### src/rtl/mips_pkg.sv
// Shared constants, scoreboard entry layout and latency helper for the MIPS
// pipeline forwarding logic.
package mips_pkg;

  localparam int FWD_RF     = 0;
  localparam int FWD_EX_MEM = 1;
  localparam int FWD_MEM_WB = 2;

  localparam int LAT_ALU  = 1;
  localparam int LAT_LOAD = 2;

  localparam int MIPS_AW    = 5;
  localparam int MIPS_LW    = 2;
  localparam int MIPS_DEPTH = 3;

  typedef struct packed {
    logic               valid;
    logic [MIPS_AW-1:0] rd;
    logic [MIPS_LW-1:0] lat;
  } sb_entry_t;

  localparam int ENTRY_W = $bits(sb_entry_t);

  // A latency of 0 means "ALU-like"; anything past the last stage saturates.
  function automatic int clamp_lat(input int lat, input int max_lat);
    if (lat < LAT_ALU) return LAT_ALU;
    if (lat > max_lat) return max_lat;
    return lat;
  endfunction

endpackage

### src/rtl/fwd_operand_match.sv
// Youngest-producer search and latency check for a single source operand.
// Purely combinational; one copy per operand.
module fwd_operand_match
  import mips_pkg::*;
#(
  parameter int AW     = MIPS_AW,
  parameter int DEPTH  = MIPS_DEPTH,
  parameter int LW     = MIPS_LW,
  parameter int SW     = $clog2(DEPTH),
  parameter int FWD_EN = 1
) (
  input  logic [AW-1:0]       src,
  input  logic                used,
  input  logic [DEPTH-1:0]    ent_valid,
  input  logic [DEPTH*AW-1:0] ent_rd,
  input  logic [DEPTH*LW-1:0] ent_lat,
  output logic [SW-1:0]       sel,
  output logic                stall_req
);

  logic          hit;
  int            hit_idx;
  logic [LW-1:0] hit_lat;

  // Scan oldest to youngest so the lowest index (youngest producer) wins.
  always_comb begin
    hit     = 1'b0;
    hit_idx = 0;
    hit_lat = '0;
    for (int k = DEPTH - 1; k >= 0; k--) begin
      if (ent_valid[k] && ent_rd[k*AW +: AW] == src) begin
        hit     = 1'b1;
        hit_idx = k;
        hit_lat = ent_lat[k*LW +: LW];
      end
    end
  end

  // A producer leaving the last stage writes the register file this cycle.
  always_comb begin
    sel       = SW'(FWD_RF);
    stall_req = 1'b0;
    if (used && src != '0 && hit && (hit_idx + 1) <= (DEPTH - 1)) begin
      if (FWD_EN != 0 && (hit_idx + 1) >= int'(hit_lat)) begin
        sel = SW'(hit_idx + 1);
      end else begin
        stall_req = 1'b1;
      end
    end
  end

endmodule

### src/rtl/fwd_scoreboard_unit.sv
// Forwarding / hazard unit: shift-register scoreboard of in-flight writes,
// combinational ID stall and registered per-operand forward selects for EX.
module fwd_scoreboard_unit
  import mips_pkg::*;
#(
  parameter int AW      = MIPS_AW,
  parameter int NUM_SRC = 2,
  parameter int DEPTH   = MIPS_DEPTH,
  parameter int LW      = MIPS_LW,
  parameter int SW      = $clog2(DEPTH),
  parameter int FWD_EN  = 1
) (
  input  logic                  clk,
  input  logic                  rst,
  input  logic                  hold,
  input  logic                  flush,
  input  logic                  id_valid,
  input  logic                  id_reg_write,
  input  logic [AW-1:0]         id_rd,
  input  logic [LW-1:0]         id_lat,
  input  logic [NUM_SRC*AW-1:0] id_src,
  input  logic [NUM_SRC-1:0]    id_src_used,
  output logic                  stall,
  output logic [NUM_SRC*SW-1:0] ex_fwd_sel
);

  typedef struct packed {
    logic          valid;
    logic [AW-1:0] rd;
    logic [LW-1:0] lat;
  } entry_t;

  entry_t [DEPTH-1:0]    ent;
  entry_t                e0_next;
  logic [DEPTH-1:0]      ent_valid;
  logic [DEPTH*AW-1:0]   ent_rd;
  logic [DEPTH*LW-1:0]   ent_lat;
  logic [NUM_SRC*SW-1:0] sel_next;
  logic [NUM_SRC-1:0]    op_stall;
  logic                  bubble;

  for (genvar i = 0; i < DEPTH; i++) begin : g_flat
    assign ent_valid[i]         = ent[i].valid;
    assign ent_rd[i*AW +: AW]   = ent[i].rd;
    assign ent_lat[i*LW +: LW]  = ent[i].lat;
  end

  for (genvar j = 0; j < NUM_SRC; j++) begin : g_op
    fwd_operand_match #(
      .AW     (AW),
      .DEPTH  (DEPTH),
      .LW     (LW),
      .SW     (SW),
      .FWD_EN (FWD_EN)
    ) u_match (
      .src       (id_src[j*AW +: AW]),
      .used      (id_src_used[j]),
      .ent_valid (ent_valid),
      .ent_rd    (ent_rd),
      .ent_lat   (ent_lat),
      .sel       (sel_next[j*SW +: SW]),
      .stall_req (op_stall[j])
    );
  end

  assign stall  = id_valid & ~flush & (|op_stall);
  assign bubble = flush | stall | ~id_valid;

  // Writes to r0 are never real producers, so they enter as invalid.
  always_comb begin
    e0_next = '0;
    if (!bubble) begin
      e0_next.valid = id_reg_write && (id_rd != '0);
      e0_next.rd    = id_rd;
      e0_next.lat   = LW'(clamp_lat(int'(id_lat), DEPTH - 1));
    end
  end

  // The scoreboard advances with the pipeline; a freeze keeps everything.
  always_ff @(posedge clk or posedge rst) begin
    if (rst) begin
      ent        <= '0;
      ex_fwd_sel <= '0;
    end else if (!hold) begin
      ent        <= {ent[DEPTH-2:0], e0_next};
      ex_fwd_sel <= bubble ? '0 : sel_next;
    end
  end

endmodule

### config.mk
export PLATFORM = sky130hd
export DESIGN_NAME = fwd_scoreboard_unit
export DESIGN_NICKNAME = d
export VERILOG_FILES = /design/src/rtl/mips_pkg.sv /design/src/rtl/fwd_operand_match.sv /design/src/rtl/fwd_scoreboard_unit.sv
export SDC_FILE = /design/constraint.sdc
export NUM_CORES = 1
export LEC_CHECK = 0
export ABC_CLOCK_PERIOD_IN_PS = 4059
export CORE_MARGIN = 3
export CORE_UTILIZATION = 49
export CTS_CLUSTER_DIAMETER = 40
export DETAILED_ROUTE_END_ITERATION = 16
export GPL_ROUTABILITY_DRIVEN = 0
export PLACE_DENSITY = 0.74
export SYNTH_ARGS = -nofsm -noshare
export SYNTH_HDL_FRONTEND = slang
export SYNTH_SLANG_ARGS = --single-unit
### constraint.sdc
create_clock -name clk -period 4.06 [get_ports clk]
set_input_delay 0.812 -clock clk [delete_from_list [all_inputs] [get_ports clk]]
set_output_delay 0.812 -clock clk [all_outputs]
set_load 0.01 [all_outputs]
# Word-level counts from Yosys, hierarchy flattened
# Index checks and enable logic that the tools add are counted.
[word_totals]
output_inout_bits = 5
input_bits = 25
register_bits = 28
word_cells = 84
[op_classes]
magnitude_cmp = 6
eq_ne = 6
n_reduce_logical = 17
addsub = 2
mux = 37
n_bitwise = 6
[ops]
columns = ["operator", "count"]
rows = [
  ["$ge A32 B3 Y1", 2],
  ["$le A32 B3 Y1 const B", 2],
  ["$mux W2", 19],
  ["$eq A5 B5 Y1", 6],
  ["$mux W1", 16],
  ["$reduce_bool A5 Y1", 3],
  ["$logic_and A1 B1 Y1", 13],
  ["$mux W8", 1],
  ["$add A2 B1 Y3 const B", 2],
  ["$mux W4", 1],
  ["$and A1 B1 Y1", 2],
  ["$gt A2 B2 Y1 const B", 1],
  ["$lt A2 B1 Y1 const B", 1],
  ["$not A1 Y1", 2],
  ["$or A1 B1 Y1", 2],
  ["$reduce_or A2 Y1", 1],
]

# Longest topological paths before layout
# Gate-level depths: netlist (run 1).
[depth]
ltp_word = 19
mapped_depth = 15
ltp_nobuf = 14

# Cells and area by module
# A second synthesis (run 1) with hierarchy kept.
[hier_totals]
cells_unflattened = 193
hier_area_um2 = 2029.4
[by_module_without_submodules]
columns = ["mod", "seq_area_each_um2", "n_inst", "cells_each", "area_each_um2"]
rows = [
  ["fwd_scoreboard_unit", 700.7, 1, 69, 1093.5],
  ["fwd_operand_match", 0.0, 2, 62, 467.9],
]

# Worst setup path after synthesis (run 1)
# Ideal clock, no wire load.
[synth_path]
path_type = "in2out"
start = "in id_src[8]"
end = "out stall"
path_stages = 12
path_buffers = 1
arrival_time_ps = 3455
path_slack_ps = -207
required_ps = 3248
cell_sequence = "xor2_1 > nor4_1 > and3_1 > buf_2 > nor2_1 > a22o_1 > mux2_2 > fa_1 > a21oi_1 > nor4_1 > o31ai_4 > a21oi_1"
[synth_between]
elab_chain_cells = 11
[synth_lines]
columns = ["element", "line_no", "rtl"]
rows = [
  ["from (decl)", "fwd_scoreboard_unit.sv:21", "input logic [NUM_SRC*AW-1:0] id_src,"],
  ["$eq A5 B5 Y1", "fwd_operand_match.sv:31", "if (ent_valid[k] && ent_rd[k*AW +: AW] == src) begin"],
  ["$logic_and A1 B1 Y1", "fwd_operand_match.sv:31", ""],
  ["$mux W2 (3 in a row)", "fwd_operand_match.sv:31", ""],
  ["$add A2 B1 Y3", "fwd_operand_match.sv:43, fwd_operand_match.sv:44", ""],
  ["$ge A32 B3 Y1 or $le A32 B3 Y1 (tied branches)", "fwd_operand_match.sv:44, fwd_operand_match.sv:43", ""],
  ["$mux W1 or $logic_and A1 B1 Y1 (tied branches)", "fwd_operand_match.sv:44, fwd_operand_match.sv:43", ""],
  ["$mux W1 (*)", "fwd_operand_match.sv:43", "if (used && src != '0 && hit && (hit_idx + 1) <= (DEPTH - 1)) begin"],
  ["$reduce_or A2 Y1 (*)", "fwd_scoreboard_unit.sv:66", "assign stall = id_valid & ~flush & (|op_stall);"],
  ["$and A1 B1 Y1 (*)", "fwd_scoreboard_unit.sv:66", ""],
  ["to (decl)", "fwd_scoreboard_unit.sv:23", "output logic stall,"],
]
# Mark *: on every way between the ends. The rest lies on a longest branch, timed or not.

# Worst setup path after layout (run 1)
# Same ends and word-level chain as after synthesis.

==> impl_results.md, run 1 <==
- Final instance area: 0.00275 sq mm
- Synth top area cells: dfrtp_1 36%, mux2_2 10%, xor2_1 8.9%
- Fin crit period: around 4300 ps
- Number of global-route vias before repair: 1,708
- Per-cell routed wire length: about 16 microns
- Initial Utilization: a little over half
- Sequential Area: 701 sq um
- Failing checks: setup timing
- Psw: 204 uW
- Int Power: ~500 uW
- Initial antenna violation count: 0
- Syn. warnings: 0
- CTS tree: yes
- Hold Violations, Final: 0
- Via count: about 1,700
- Fin crit share: 106%
- Switch share: 29.3%
- Final setup skew: between 8 and 9 ps
- Synth top cells by count: 28 x dfrtp_1, 20 x xor2_1, 18 x mux2_2, 16 x nand2_1, 11 x nand3_1
- FP Rows: 22
- Crit end category: output port
- MaxCap Viol Count: 0
- Total wire length: a little under 5000 microns
- Post-route ant nets: 0
- Die width: a little under 70 microns
- Clk sink count: 28
- Initial DRC count: 52
- Synth Cell Area: roughly 0.0020 sq mm
- Share of cells above drive strength 1: between 30 and 40%
- Number of synthesized flops with an enable pin: 0
- Sequential area share after synthesis: 35.7%
- Worst-skew pair later-pin latency: 280 ps
- Worst setup margin: -232 ps
- Largest net degree at the start of global routing: 40
- Power share of the sequential group: between 40% and 50%
- Combinational Power Share: around 26%
- Slew HR: 28.4%
- Mapped Nets: approximately 230
- Most frequent cell after synthesis: dfrtp_1
- DRC: 0
- Synth area leader: dfrtp_1
- CP Launch Type: primary input
- Die height: ~70 microns
- Multi-input gate area: roughly 0.0013 sq mm
- First-pass GRT wire length: about 8100 microns
- Layout Nets: roughly 310
- Setup-failing EPs final: 1
- Top cell type's share of synthesized area: 35.7%
- Leakage: around 0.0013 uW
- I/O pins: 30
- Vias per cell: roughly 5.4
- Critical Path RT: between 3000 and 4000 ps
- Post-Syn Instances: 196
- Drt pass-1 iters: 4
- Clk network pwr share: about a quarter
- Worst Setup SP: id_src[8]
- Critical R2R Capture: ex_fwd_sel[1]$_DFFE_PP0N_
- Core Region: roughly 0.0038 sq mm
- #FFs+latches synth: 28
- Maximum clock path buffer count: 2
- Reg2reg start: ent[13]$_DFFE_PP0N_
- Grt total ovfl: 0
- R2R depth: 15
- Port Buffer Count: 28
- Crit path capture: stall
- Fillers: approximately 280
- Post-Syn Area per Cell: 10.0 sq um
- Area grow syn2layout: 39.9%
- Hpwl dp: 3730 microns
- TritonCTS buffer count: 3
- RSZ-0062 raised after global routing: true
- Asr flop ratio synth: between 90% and 100%
- H-tree depth: 1
- Pwr Density: ~250 mW/mm^2
- Hold_ws: ~500 ps
- Worst Path Arrival: between 3000 and 4000 ps
- N_diodes: 0
- Max frequency: 0.233 GHz
- VDD IR max: 203 uV
- Clock transition at path regs: 100 ps
- Hold Path Class: reg -> reg
- Status: complete, but fails checks
- Die area: 0.00480 sq mm
- DP Area: around 0.0026 sq mm
- All-Layer GR Usage: roughly a fifth
- Worst reg-to-reg setup slack: around 690 ps
- Top FF cell, synth: dfrtp_1
- Hold buffer count at cts: 0
- Setup Crit Path Kind: in -> out
- Crit Path Max Fanout: 2
- CTS Root Cell: clkbuf_8
- Cell variety after synth: 34
- Worst Tran Pin Value: ~1100 ps
- Max-slew violation count: 0
==> registers in the layout, indices dropped and copies added, names as in the netlist <==
name / count
ex_fwd_sel: 4
ent: 24
==> kinds of logic after synthesis <==
group | after synthesis | share of synthesized area (%)
AO/OA/AOI/OAI | 31 | 11.7
XOR/XNOR | 30 | 13.4
adder cells (fa/ha/maj) | 12 | 8.41
buffers and inverters | 15 | 3.38
flip-flops | 28 | 35.7
multiplexers | 20 | 11.3
AND/OR/NAND/NOR | 60 | 16.1
==> how the worst min path moves through the flow <==
| stage | from | cells after the start | to |
|---|---|---|---|
| floorplan | ent[0]$_DFFE_PP0N_ | 2 | ent[0]$_DFFE_PP0N_ |
| global placement | ex_fwd_sel[1]$_DFFE_PP0N_ | 2 | ex_fwd_sel[1]$_DFFE_PP0N_ |
| detailed placement | ex_fwd_sel[2]$_DFFE_PP0N_ | 2 | ex_fwd_sel[2]$_DFFE_PP0N_ |
| CTS | ex_fwd_sel[0]$_DFFE_PP0N_ | 2 | ex_fwd_sel[0]$_DFFE_PP0N_ |
| global route | ex_fwd_sel[2]$_DFFE_PP0N_ | 2 | ex_fwd_sel[2]$_DFFE_PP0N_ |
| finish | ex_fwd_sel[0]$_DFFE_PP0N_ | 2 | ex_fwd_sel[0]$_DFFE_PP0N_ |
==> cell usage in the layout, fill, tap and decap left out, drive strengths merged, types with 4 or more instances in the layout <==
cell / instances
xor2: 20
mux2: 18
inv: 8
nor2: 5
clkbuf: 4
nand3: 12
xnor2: 10
o31ai: 4
nor3: 4
ha: 10
dfrtp: 28
o21ai: 18
nand2: 17
nor4: 6
and3: 5
buf: 52
clkdlybuf4s50: 18
==> what timing repair did <==
item | in CTS | in global routing
buffers inserted | 4 | 1
pin swaps | 9 | 12
setup endpoints to repair | 1 | 1
resized for setup | 32 | 15
==> power groups by stage <==
stage / Sequential [uW] / Clock (uW) / Combinational, uW
4_1_cts: 340 / 180 / 176
2_1_floorplan: 336 / 0 / 94.8
5_1_grt: 345 / 191 / 196
3_3_place_gp: 343 / 0 / 168
6_report: 342 / 175 / 180
3_5_place_dp: 345 / 0 / 172
==> through the flow <==
step / utilization (%) / instances / setup WS [ps] / setup TNS (ps) / total power [uW]
floorplan: - / 196 / -43.0 / -43.0 / 431
global placement: 68.7 / 307 / -926 / -959 / 511
detailed placement: 68.7 / 307 / -1140 / -2370 / 517
CTS: 71.6 / 315 / -345 / -345 / 695
global route: 72.8 / 316 / -347 / -347 / 732
finish: 72.8 / 316 / -232 / -232 / 697
==> metal layers <==
| metal | part of all wire [%] | GRT usage, % | up-vias |
|---|---|---|---|
| met4 | 2.2 | 4.99 | 0 |
| met1 | 46 | 29.1 | 820 |
| met2 | 47 | 33.2 | 58 |
| met3 | 5.0 | 5.22 | 12 |
| li1 | - | - | 832 |
| met5 | 0 | 0 | - |
==> worst max-delay path, cell delays in order <==
cell	delay, ps
buf_6	100
xor2_2	140
nor4_2	290
buf_4	160
and3_4	190
nor2_4	40
a22o_1	210
mux2_4	270
fa_1	520
a21oi_2	60
nor4_4	270
o31ai_4	130
a21oi_2	150
buf_2	140
==> layout make-up <==
type	instances	area share, %
flip-flops and latches	28	25.5
inverters	8	1.09
clock buffers	4	2.00
multi-input cells	153	46.3
well taps	48	2.19
repair buffers	75	22.9
Power figures use the tool's default switching activity.
==> run 2: changes to the inputs <==
--- a/config.mk
+++ b/config.mk
@@ -5,13 +5,14 @@
 export SDC_FILE = /design/constraint.sdc
 export NUM_CORES = 1
 export LEC_CHECK = 0
-export ABC_CLOCK_PERIOD_IN_PS = 4059
+export ABC_CLOCK_PERIOD_IN_PS = 5100
 export CORE_MARGIN = 3
-export CORE_UTILIZATION = 49
+export CORE_UTILIZATION = 59
 export CTS_CLUSTER_DIAMETER = 40
 export DETAILED_ROUTE_END_ITERATION = 16
 export GPL_ROUTABILITY_DRIVEN = 0
-export PLACE_DENSITY = 0.74
+export PLACE_DENSITY = 0.84
 export SYNTH_ARGS = -nofsm -noshare
 export SYNTH_HDL_FRONTEND = slang
+export SYNTH_HIERARCHICAL = 1
 export SYNTH_SLANG_ARGS = --single-unit
==> constraint.sdc (replaced) <==
create_clock -name clk -period 5.1 [get_ports clk]
set_input_delay 1.02 -clock clk [delete_from_list [all_inputs] [get_ports clk]]
set_output_delay 1.02 -clock clk [all_outputs]
set_load 0.01 [all_outputs]
==> run 2 against run 1 <==
Against the previous run: the flow now finishes without violations; cell count decreased by 6.3%; die area decreased by 13%; final area decreased by 4.1%; sequential share of layout area increased by 1.1 points; clock skew increased by 0.89 ps; via count increased by 6.8%; synthesized cell count decreased by 1.5%; core utilization increased by 10 points; critical path depth increased by 2; wire length increased by 7.4%; clock-buffer cell count unchanged; largest power group unchanged; highest routed layer unchanged.
==> impl_results.md, run 2 <==
- Fin crit share: about 99%
- Top FF cell, synth: dfrtp_1
- MaxCap Viol Count: 0
- Synth Cell Area: around 0.0020 sq mm
- Hold buffer count at cts: 0
- Sequential area share after synthesis: between 30 and 40%
- Via count: roughly 1,800
- Hold Path Class: reg -> reg
- Share of cells above drive strength 1: about 30%
- Per-cell routed wire length: 18.0 microns
- Worst Tran Pin Value: 1060 ps
- Die width: approximately 65 microns
- Fin crit period: 5030 ps
- Initial antenna violation count: 0
- Asr flop ratio synth: 100%
- Die height: ~65 microns
- FP Rows: 20
- Drt pass-1 iters: 7
- Critical Path RT: between 4000 and 5000 ps
- Maximum clock path buffer count: 2
- CTS Root Cell: clkbuf_4
- Syn. warnings: 6
- Most frequent cells in the layout: 31 x buf_4, 28 x dfrtp_1, 26 x clkdlybuf4s50_1, 22 x xnor2_1, 16 x mux2_2
- N_diodes: 0
- Largest Register: ent
- Worst reg-to-reg setup slack: about 1600 ps
- Setup-failing EPs final: 0
- H-tree depth: 1
- Synth area leader: dfrtp_1
- Placed Cells: around 290
- Crit Path Max Fanout: 4
- Initial Utilization: 63.9%
- Pwr Density: 186 mW/mm^2
- Total wire length: between 5000 and 6000 microns
- Max frequency: slightly below 0.2 GHz
- Cell variety after synth: 35
- CTS tree: yes
- I/O pins: 30
- Number of synthesized flops with an enable pin: 0
- #FFs+latches synth: 28
- Vias per cell: ~6.2
- Area grow syn2layout: 29.8%
- Die area: ~0.0042 sq mm
- Mapped Nets: 230
- Leakage: 0.00117 uW
- Status: complete, no violations
- Crit end category: output port
- Worst Path Arrival: 4010 ps
- Max reg flops: 24
- Initial DRC count: roughly 170
- Post-Syn Area per Cell: 10.5 sq um
- TritonCTS buffer count: 3
- Post-route ant nets: 0
- Grt total ovfl: 0
- Core Region: 0.00318 sq mm
- Max-slew violation count: 0
- Port Buffer Count: 28
- DRC: 0
- Worst-skew pair later-pin latency: between 300 and 400 ps
- Final cell count without fillers: between 200 and 300
- Number of global-route vias before repair: between 1,500 and 2,000
- VDD IR max: around 190 uV
- Largest regs: ent (24), ex_fwd_sel (4)
- Synth top cells by count: 28 x dfrtp_1, 22 x xnor2_1, 16 x mux2_2, 13 x nor2_1, 11 x nand2_1
- CP Launch Type: primary input
- First-pass GRT wire length: between 8000 and 9000 microns
- All-Layer GR Usage: around a quarter
- Clk sink count: 28
- Most frequent cell after synthesis: dfrtp_1
- Final setup skew: 9.55 ps
- Slew HR: between 20% and 30%
- Hpwl dp: ~3700 microns
- Layout Nets: slightly below 300
- Setup Crit Path Kind: in -> out
- Fillers: 189
- Commonest non-fill, non-tap cell in the layout: buf_4
- Hold Violations, Final: 0
- Post-Syn Instances: approximately 190
- Top cell type's share of synthesized area: between 30% and 40%
- Largest net degree at the start of global routing: 30
- Clock transition at path regs: around 150 ps
- Synth top area cells: dfrtp_1 35%, xnor2_1 9.5%, mux2_2 8.9%
- Final Core Density: 82.9%
## run 2: critical path: stages
cell and delay, ps:
clkdlybuf4s50_1 440, buf_4 170, xnor2_1 170, nand4_1 220
nor2_1 360, nor2_1 200, ha_4 310, inv_1 40
ha_1 190, nor2_1 90, o21ai_0 130, nand2b_1 180
a31oi_2 200, nor2_1 60, nor2_1 80, buf_2 130
## run 2: worst paths after layout
check / from / endpoint / cells after the start
min: ex_fwd_sel[1]$_DFFE_PP0N_ / ex_fwd_sel[1]$_DFFE_PP0N_ / 1
min reg2reg: ex_fwd_sel[1]$_DFFE_PP0N_ / ex_fwd_sel[1]$_DFFE_PP0N_ / 1
max reg2reg: ent[19]$_DFFE_PP0N_ / ent[7]$_DFFE_PP0N_ / 16
max in group asynchronous: rst / ex_fwd_sel[2]$_DFFE_PP0N_ / 2
max: id_src[3] / stall / 16
min in group asynchronous: rst / ent[6]$_DFFE_PP0N_ / 2
## run 2: final cells by class
type | count | area [sq um] | area share (%)
timing repair buffer | 59 | 510 | 19.4
tap | 44 | 55.1 | 2.09
multi-input combinational | 157 | 1320 | 50.0
sequential | 28 | 701 | 26.6
inverter | 4 | 15.0 | 0.570
clock buffer | 4 | 36.3 | 1.38
## run 2: logic make-up after synthesis
group | after synthesis | share of synthesized area [%]
adders and majority gates | 12 | 8.14
and+or+nand+nor | 63 | 18.7
AOI/OAI and AO/OA | 36 | 14.1
DFF | 28 | 34.5
muxes | 16 | 8.88
buffers and inverters | 8 | 2.65
xor gates and xnor gates | 30 | 12.9
## run 2: power by group
group	total (uW)	leakage, uW	switching, uW	internal, uW
logic	123	0.000769	57.3	65.4
registers	257	0.000380	21.0	236
clock network	110	0.0000210	66.4	43.7
total	490	0.00117	145	345
## run 2: per-layer routing
| metal | GRT usage (%) | routed length [microns] | vias to the layer above |
|---|---|---|---|
| li1 | - | - | 824 |
| met1 | 32.6 | 2150 | 888 |
| met2 | 44.8 | 2630 | 103 |
| met3 | 4.33 | 406 | 24 |
| met4 | 6.86 | 149 | 0 |
| met5 | 0 | 0 | - |
## run 2: through the flow
stage                     hold WS, ps  power [uW]  setup WS, ps  setup TNS (ps)  instance area, sq um
final                             529         490          73.8               0                  2640
after global placement            495         369          -258            -258                  2530
after floorplan                   486         323           661               0                  2030
after global routing              556         516          -179            -179                  2640
after CTS                         530         485          15.1               0                  2590
after detailed placement          497         376          -388            -388                  2530
## run 2: repair_timing
action / CTS / global route
buffers inserted: 1 / 3
gates resized for setup: 4 / 7
pin swaps: 1 / 4
endpoints found under the hold margin: 0 / 0
setup endpoints to repair: 1 / 1
==> run 3: changes to the inputs <==
--- a/config.mk
+++ b/config.mk
@@ -12,6 +12,7 @@
 export DETAILED_ROUTE_END_ITERATION = 16
 export GPL_ROUTABILITY_DRIVEN = 0
 export PLACE_DENSITY = 0.84
+export SKIP_LAST_GASP = 1
 export SYNTH_ARGS = -nofsm -noshare
 export SYNTH_HDL_FRONTEND = slang
 export SYNTH_HIERARCHICAL = 1
==> results of run 3 <==
No change in the layout: final DEF, timing and power equal those of run 2.
==> edit 1, RTL diff (flow settings as in run 2) <==
The package constant `MIPS_AW` goes from 5 to 6.
--- a/src/rtl/mips_pkg.sv
+++ b/src/rtl/mips_pkg.sv
@@ -9,7 +9,7 @@
   localparam int LAT_ALU  = 1;
   localparam int LAT_LOAD = 2;
 
-  localparam int MIPS_AW    = 5;
+  localparam int MIPS_AW    = 6;
   localparam int MIPS_LW    = 2;
   localparam int MIPS_DEPTH = 3;
 
Ports: changed (resized id_rd and id_src); port bits go from 30 to 33. No check against the original RTL was run, so the function may have changed too.
==> edit 1 against run 2 <==
  * Design area rose by 12%
  * Total power rose by 31%
  * Count of clock-buffer cells in the layout rose by 4
  * Worst hold slack got worse by 0.016 ns
  * Setup slack got worse by 0.0038 ns
  * Clock power rose by 100%
  * Synthesized cell count rose by 7.3%
  * Synthesized area rose by 8.9%
  * Register-to-register slack improved by 0.02 ns
  * Clock skew fell by 0.0024 ns
  * Wire length rose by 22%
  * Sequential cell count rose by 3
  * Cell count rose by 8.8%
  * Critical path type unchanged
  * Largest cell class unchanged
==> edit 1: results (changes against run 2) <==
crit-path leading delay family=buffers and inverters (was simple AND/OR/NAND/NOR gates); post-synthesis compound-gate area fraction=12.90% (was 14.12%); Leak=1.324 nW (was 1.170 nW); routed wire length=6523 um (was 5328 um); Synth Area in XOR/XNOR=14.26% (was 12.95%); P_comb=0.137 mW (was 0.123 mW); Hold EP=ex_fwd_sel[2]$_DFFE_PP0N_ (was ex_fwd_sel[1]$_DFFE_PP0N_); status=completed (unchanged); reg2reg path depth=13 (was 16); largest cells by area after synthesis=dfrtp_1 (35%), xnor2_1 (9.5%), mux2_1 (9.2%), ha_1 (5.7%), a22o_1 (4.8%) (was dfrtp_1 (35%), xnor2_1 (9.5%), mux2_2 (8.9%), ha_1 (6.2%), a22o_2 (4.9%)); adder-cell share of the synthesized area=7.470% (was 8.138%); iteration-0 DRC count of the detailed router=184 (was 168); post-synthesis mux area share=9.168% (was 8.878%); Max IR drop VDD=0.1879 mV (was 0.1906 mV); first-pass GRT wire length=10180 um (was 8328 um); max reg flops=27 (was 24); met3 global-route usage=6.489% (was 4.333%); Met1 Wirelength=2340 um (was 2146 um); RR Endpoint=ent[8]$_DFFE_PP0N_ (was ent[7]$_DFFE_PP0N_); worst clock skew=0.007115 ns (was 0.009550 ns); drt pass-1 iters=4 (was 7); synth warn=6 (unchanged); largest net degree at the start of global routing=33 (was 30); vias in the first global route=2083 (was 1778); CTS root buffer=clkbuf_8 (was clkbuf_4); number of CTS-inserted buffers=5 (was 3); slowest cell delay on critical path=0.46 ns (was 0.44 ns); top cells by count, synth=dfrtp_1 (31), xnor2_1 (24), mux2_1 (18) (was dfrtp_1 (28), xnor2_1 (22), mux2_2 (16)); fraction of layout cells with a size suffix above 1=22.83% (was 29.76%); clk_lat worst skew=0.29 ns (was 0.33 ns); GR Layer Usage met1=35.39% (was 32.63%); Reg clk slew, reported paths=0.07 ns (was 0.15 ns); reg-to-reg slack, setup=1.60 ns (was 1.58 ns); Flop pwr share=44.4% (was 52.5%); r2r startpoint=ent[16]$_DFFE_PP0N_ (was ent[19]$_DFFE_PP0N_); register area share after synthesis=35.09% (was 34.53%); grt met2 use=54.11% (was 44.85%); Post-Synthesis Net Count=247 (was 230); Longest Clk Path Bufs=2 (unchanged); Largest regs=ent (27), ex_fwd_sel (4) (was ent (24), ex_fwd_sel (4)); Worst Hold Launch=ex_fwd_sel[2]$_DFFE_PP0N_ (was ex_fwd_sel[1]$_DFFE_PP0N_); total track usage=31.14% (was 25.63%); crit path from=id_src[5] (was id_src[3]); H-tree depth=2 (was 1); via count=2004 (was 1839); top sig layer=met4 (unchanged); metal2 WL=3356 um (was 2625 um); dpl hpwl=4174 um (was 3742 um); max_slew headroom=19.57% (was 29.58%); hold crit path type=reg2reg (unchanged); Pint=0.4528 mW (was 0.3454 mW); placed instance area=2799 sq um (was 2529 sq um); met3 WL=453 um (was 406 um); # nets final=315 (was 290); Seq power=0.286 mW (was 0.257 mW); # port buffers=31 (was 28)
-- edit 1: changes by cell type after synthesis, sizes merged, moves of 3 or more --
cell    before  now
inv          4    8
xor2         8   12
nand2b       3    7
and3         6    0
dfrtp       28   31
-- edit 1: timing repair --
action,4_1_cts,5_1_grt
gates resized for setup,14,10
setup endpoints to repair,1,1
pin swaps,3,5
buffers inserted,1,1
-- edit 1: area by class of cell --
type | instances | area (sq um)
fillers | 184 | 505.5
repair buffers | 67 | 578.1
well taps | 46 | 57.56
flip-flops and latches | 31 | 775.7
inverters | 8 | 30.03
multi-input cells | 162 | 1421
clock buffers | 8 | 100.1
-- edit 1: stage by stage --
step	setup WS (ns)	util, %	std cells	hold WS [ns]
after floorplan	0.8042	-	207	0.4875
after global placement	-0.3499	80.70	312	0.4953
after detailed placement	-0.4345	80.70	312	0.4959
after CTS	0.01281	84.49	321	0.5146
after global routing	-0.05773	85.43	322	0.5325
final	0.07002	85.43	322	0.5132
==> edit 2, RTL diff (settings of run 2) <==
Without the edit above. Make the reset (`rst`) synchronous in one clocked block.
--- a/src/rtl/fwd_scoreboard_unit.sv
+++ b/src/rtl/fwd_scoreboard_unit.sv
@@ -77,7 +77,7 @@
   end
 
   // The scoreboard advances with the pipeline; a freeze keeps everything.
-  always_ff @(posedge clk or posedge rst) begin
+  always_ff @(posedge clk) begin
     if (rst) begin
       ent        <= '0;
       ex_fwd_sel <= '0;
Function: differs if rst is asserted again (counterexample within 4 cycles, from zero or initial values and one cycle with rst high); with rst held inactive, the same outputs for 10 cycles.
==> edit 2 against run 2 <==
  * Wire length grew 4.0%
  * Sequential cell count is the same
  * Synthesized area shrank 3.3%
  * Maximum frequency grew 0.36%
  * Setup slack gained 0.018 ns
  * Design area grew 1.8%
  * Synthesized cell count grew 16%
  * Total power shrank 19%
==> edit 2: results (changes against run 2) <==
routed wire length=5542 um (was 5328 um); met3 WL=293 um (was 406 um); most numerous cell in the Yosys netlist=nor2_1 (was dfrtp_1); drt pass-1 iters=4 (was 7); placed instance area=2555 sq um (was 2529 sq um); dpl ws=-0.5365 ns (was -0.3881 ns); dpl hpwl=4193 um (was 3742 um); Longest Clk Path Bufs=2 (unchanged); Leak=1.106 nW (was 1.170 nW); worst clock skew=0.005630 ns (was 0.009550 ns); slowest cell delay on critical path=0.49 ns (was 0.44 ns); CP max FO=3 (was 4); Max IR drop VDD=0.1777 mV (was 0.1906 mV); CP required=4.08 ns (about the same); register area share after synthesis=28.55% (was 34.53%); synth warn=6 (unchanged); fraction of layout cells with a size suffix above 1=22.76% (was 29.76%); top cells by count, synth=nor2_1 (38), dfxtp_1 (28), xnor2_1 (22) (was dfrtp_1 (28), xnor2_1 (22), mux2_2 (16)); largest net degree at the start of global routing=30 (unchanged); iteration-0 DRC count of the detailed router=120 (was 168); Startpoint Class=primary input (unchanged); Post-Synthesis Net Count=260 (was 230); Distinct cells, synth=42 (was 35); vias in the first global route=1998 (was 1778); status=completed (unchanged); # nets final=329 (was 290); Psw=0.1049 mW (was 0.1447 mW); metal2 WL=2755 um (was 2625 um); worst-margin pin slew=1.098 ns (was 1.055 ns); Worst path slowest cell=fa_1 (was clkdlybuf4s50_1); via density per instance=5.943 (was 6.213); Met1 Wirelength=2372 um (was 2146 um); total track usage=28.21% (was 25.63%); antenna cells=0 (unchanged); Async SR Flop Fraction=0% (was 100.0%); area delta synth->final=36.65% (was 29.84%); first-pass GRT wire length=9066 um (was 8328 um); largest cells by area after synthesis=dfxtp_1 (29%), xnor2_1 (9.8%), mux2i_1 (8.2%), nor2_1 (7.3%), ha_1 (6.4%) (was dfrtp_1 (35%), xnor2_1 (9.5%), mux2_2 (8.9%), ha_1 (6.2%), a22o_2 (4.9%))
edit 2: changes by cell type after synthesis, moves of 2 or more:
| cell | run 2 | this run |
|---|---|---|
| a22o_2 | 10 | 0 |
| a32oi_1 | 0 | 10 |
| buf_4 | 0 | 3 |
| buf_6 | 3 | 1 |
| dfrtp_1 | 28 | 0 |
| dfxtp_1 | 0 | 28 |
| inv_1 | 4 | 2 |
| mux2_2 | 16 | 0 |
| mux2i_1 | 0 | 16 |
| nor2_1 | 13 | 38 |
edit 2: through the flow:
stage	total power, mW	std cells
global route	0.4109	334
CTS	0.3931	332
floorplan	0.2655	223
detailed placement	0.3057	328
finish	0.3958	334
global placement	0.3038	328
edit 2: routing by layer:
metal | vias up | GRT usage (%)
li1 | 939 | -
met1 | 965 | 33.44
met5 | - | 0
met3 | 13 | 3.565
met4 | 0 | 9.973
met2 | 68 | 51.50
edit 2: worst paths after layout:
path | cells past startpoint | from | end | slack (ns)
worst max register to register | 15 | ent[19]$_SDFFE_PP0N_ | ex_fwd_sel[0]$_SDFFE_PP0N_ | 1.89
worst max-delay path | 13 | id_src[4] | stall | 0.09
worst min-delay path | 2 | ex_fwd_sel[3]$_SDFFE_PP0N_ | ex_fwd_sel[3]$_SDFFE_PP0N_ | 0.50
worst min register to register | 2 | ex_fwd_sel[3]$_SDFFE_PP0N_ | ex_fwd_sel[3]$_SDFFE_PP0N_ | 0.50
edit 2: kinds of logic (layout without fill, tap and decap cells):
| group | after synthesis | in the layout | synth area share (%) |
|---|---|---|---|
| and+or+nand+nor | 91 | 91 | 24.92 |
| AOI/OAI and AO/OA | 36 | 36 | 13.58 |
| muxes | 16 | 16 | 8.158 |
| buffers and inverters | 10 | 77 | 2.995 |
| xor gates and xnor gates | 30 | 30 | 13.38 |
| DFF | 28 | 28 | 28.55 |
| adders and majority gates | 12 | 12 | 8.413 |
edit 2: cell type report:
type,count,area (sq um)
timing repair buffer,72,611.8
inverter,2,7.507
clock buffer,3,22.52
multi-input combinational,185,1425
tap,44,55.05
fill,187,420.4
sequential,28,560.5
edit 2: power groups by stage:
stage / Sequential (mW) / Combinational, mW / Clock, mW
3_5_place_dp: 0.230 / 0.0759 / 0
5_1_grt: 0.226 / 0.0835 / 0.102
6_report: 0.225 / 0.0784 / 0.0922
4_1_cts: 0.225 / 0.0762 / 0.0918
3_3_place_gp: 0.230 / 0.0742 / 0
2_1_floorplan: 0.229 / 0.0369 / 0
edit 2: repair_timing:
action	CTS	global route
hold buffers	0	0
pin swaps	5	7
endpoints found under the setup margin	1	1
resized for setup	9	13
setup buffers	1	2
edit 2: critical path, delay by kind of cell:
family                   cells  cell delay, ns
AO/OA/AOI/OAI                4            0.92
buffers and inverters        3            0.76
AND/OR/NAND/NOR              4            0.62
adder cells (fa/ha/maj)      1            0.49
XOR/XNOR                     1            0.18
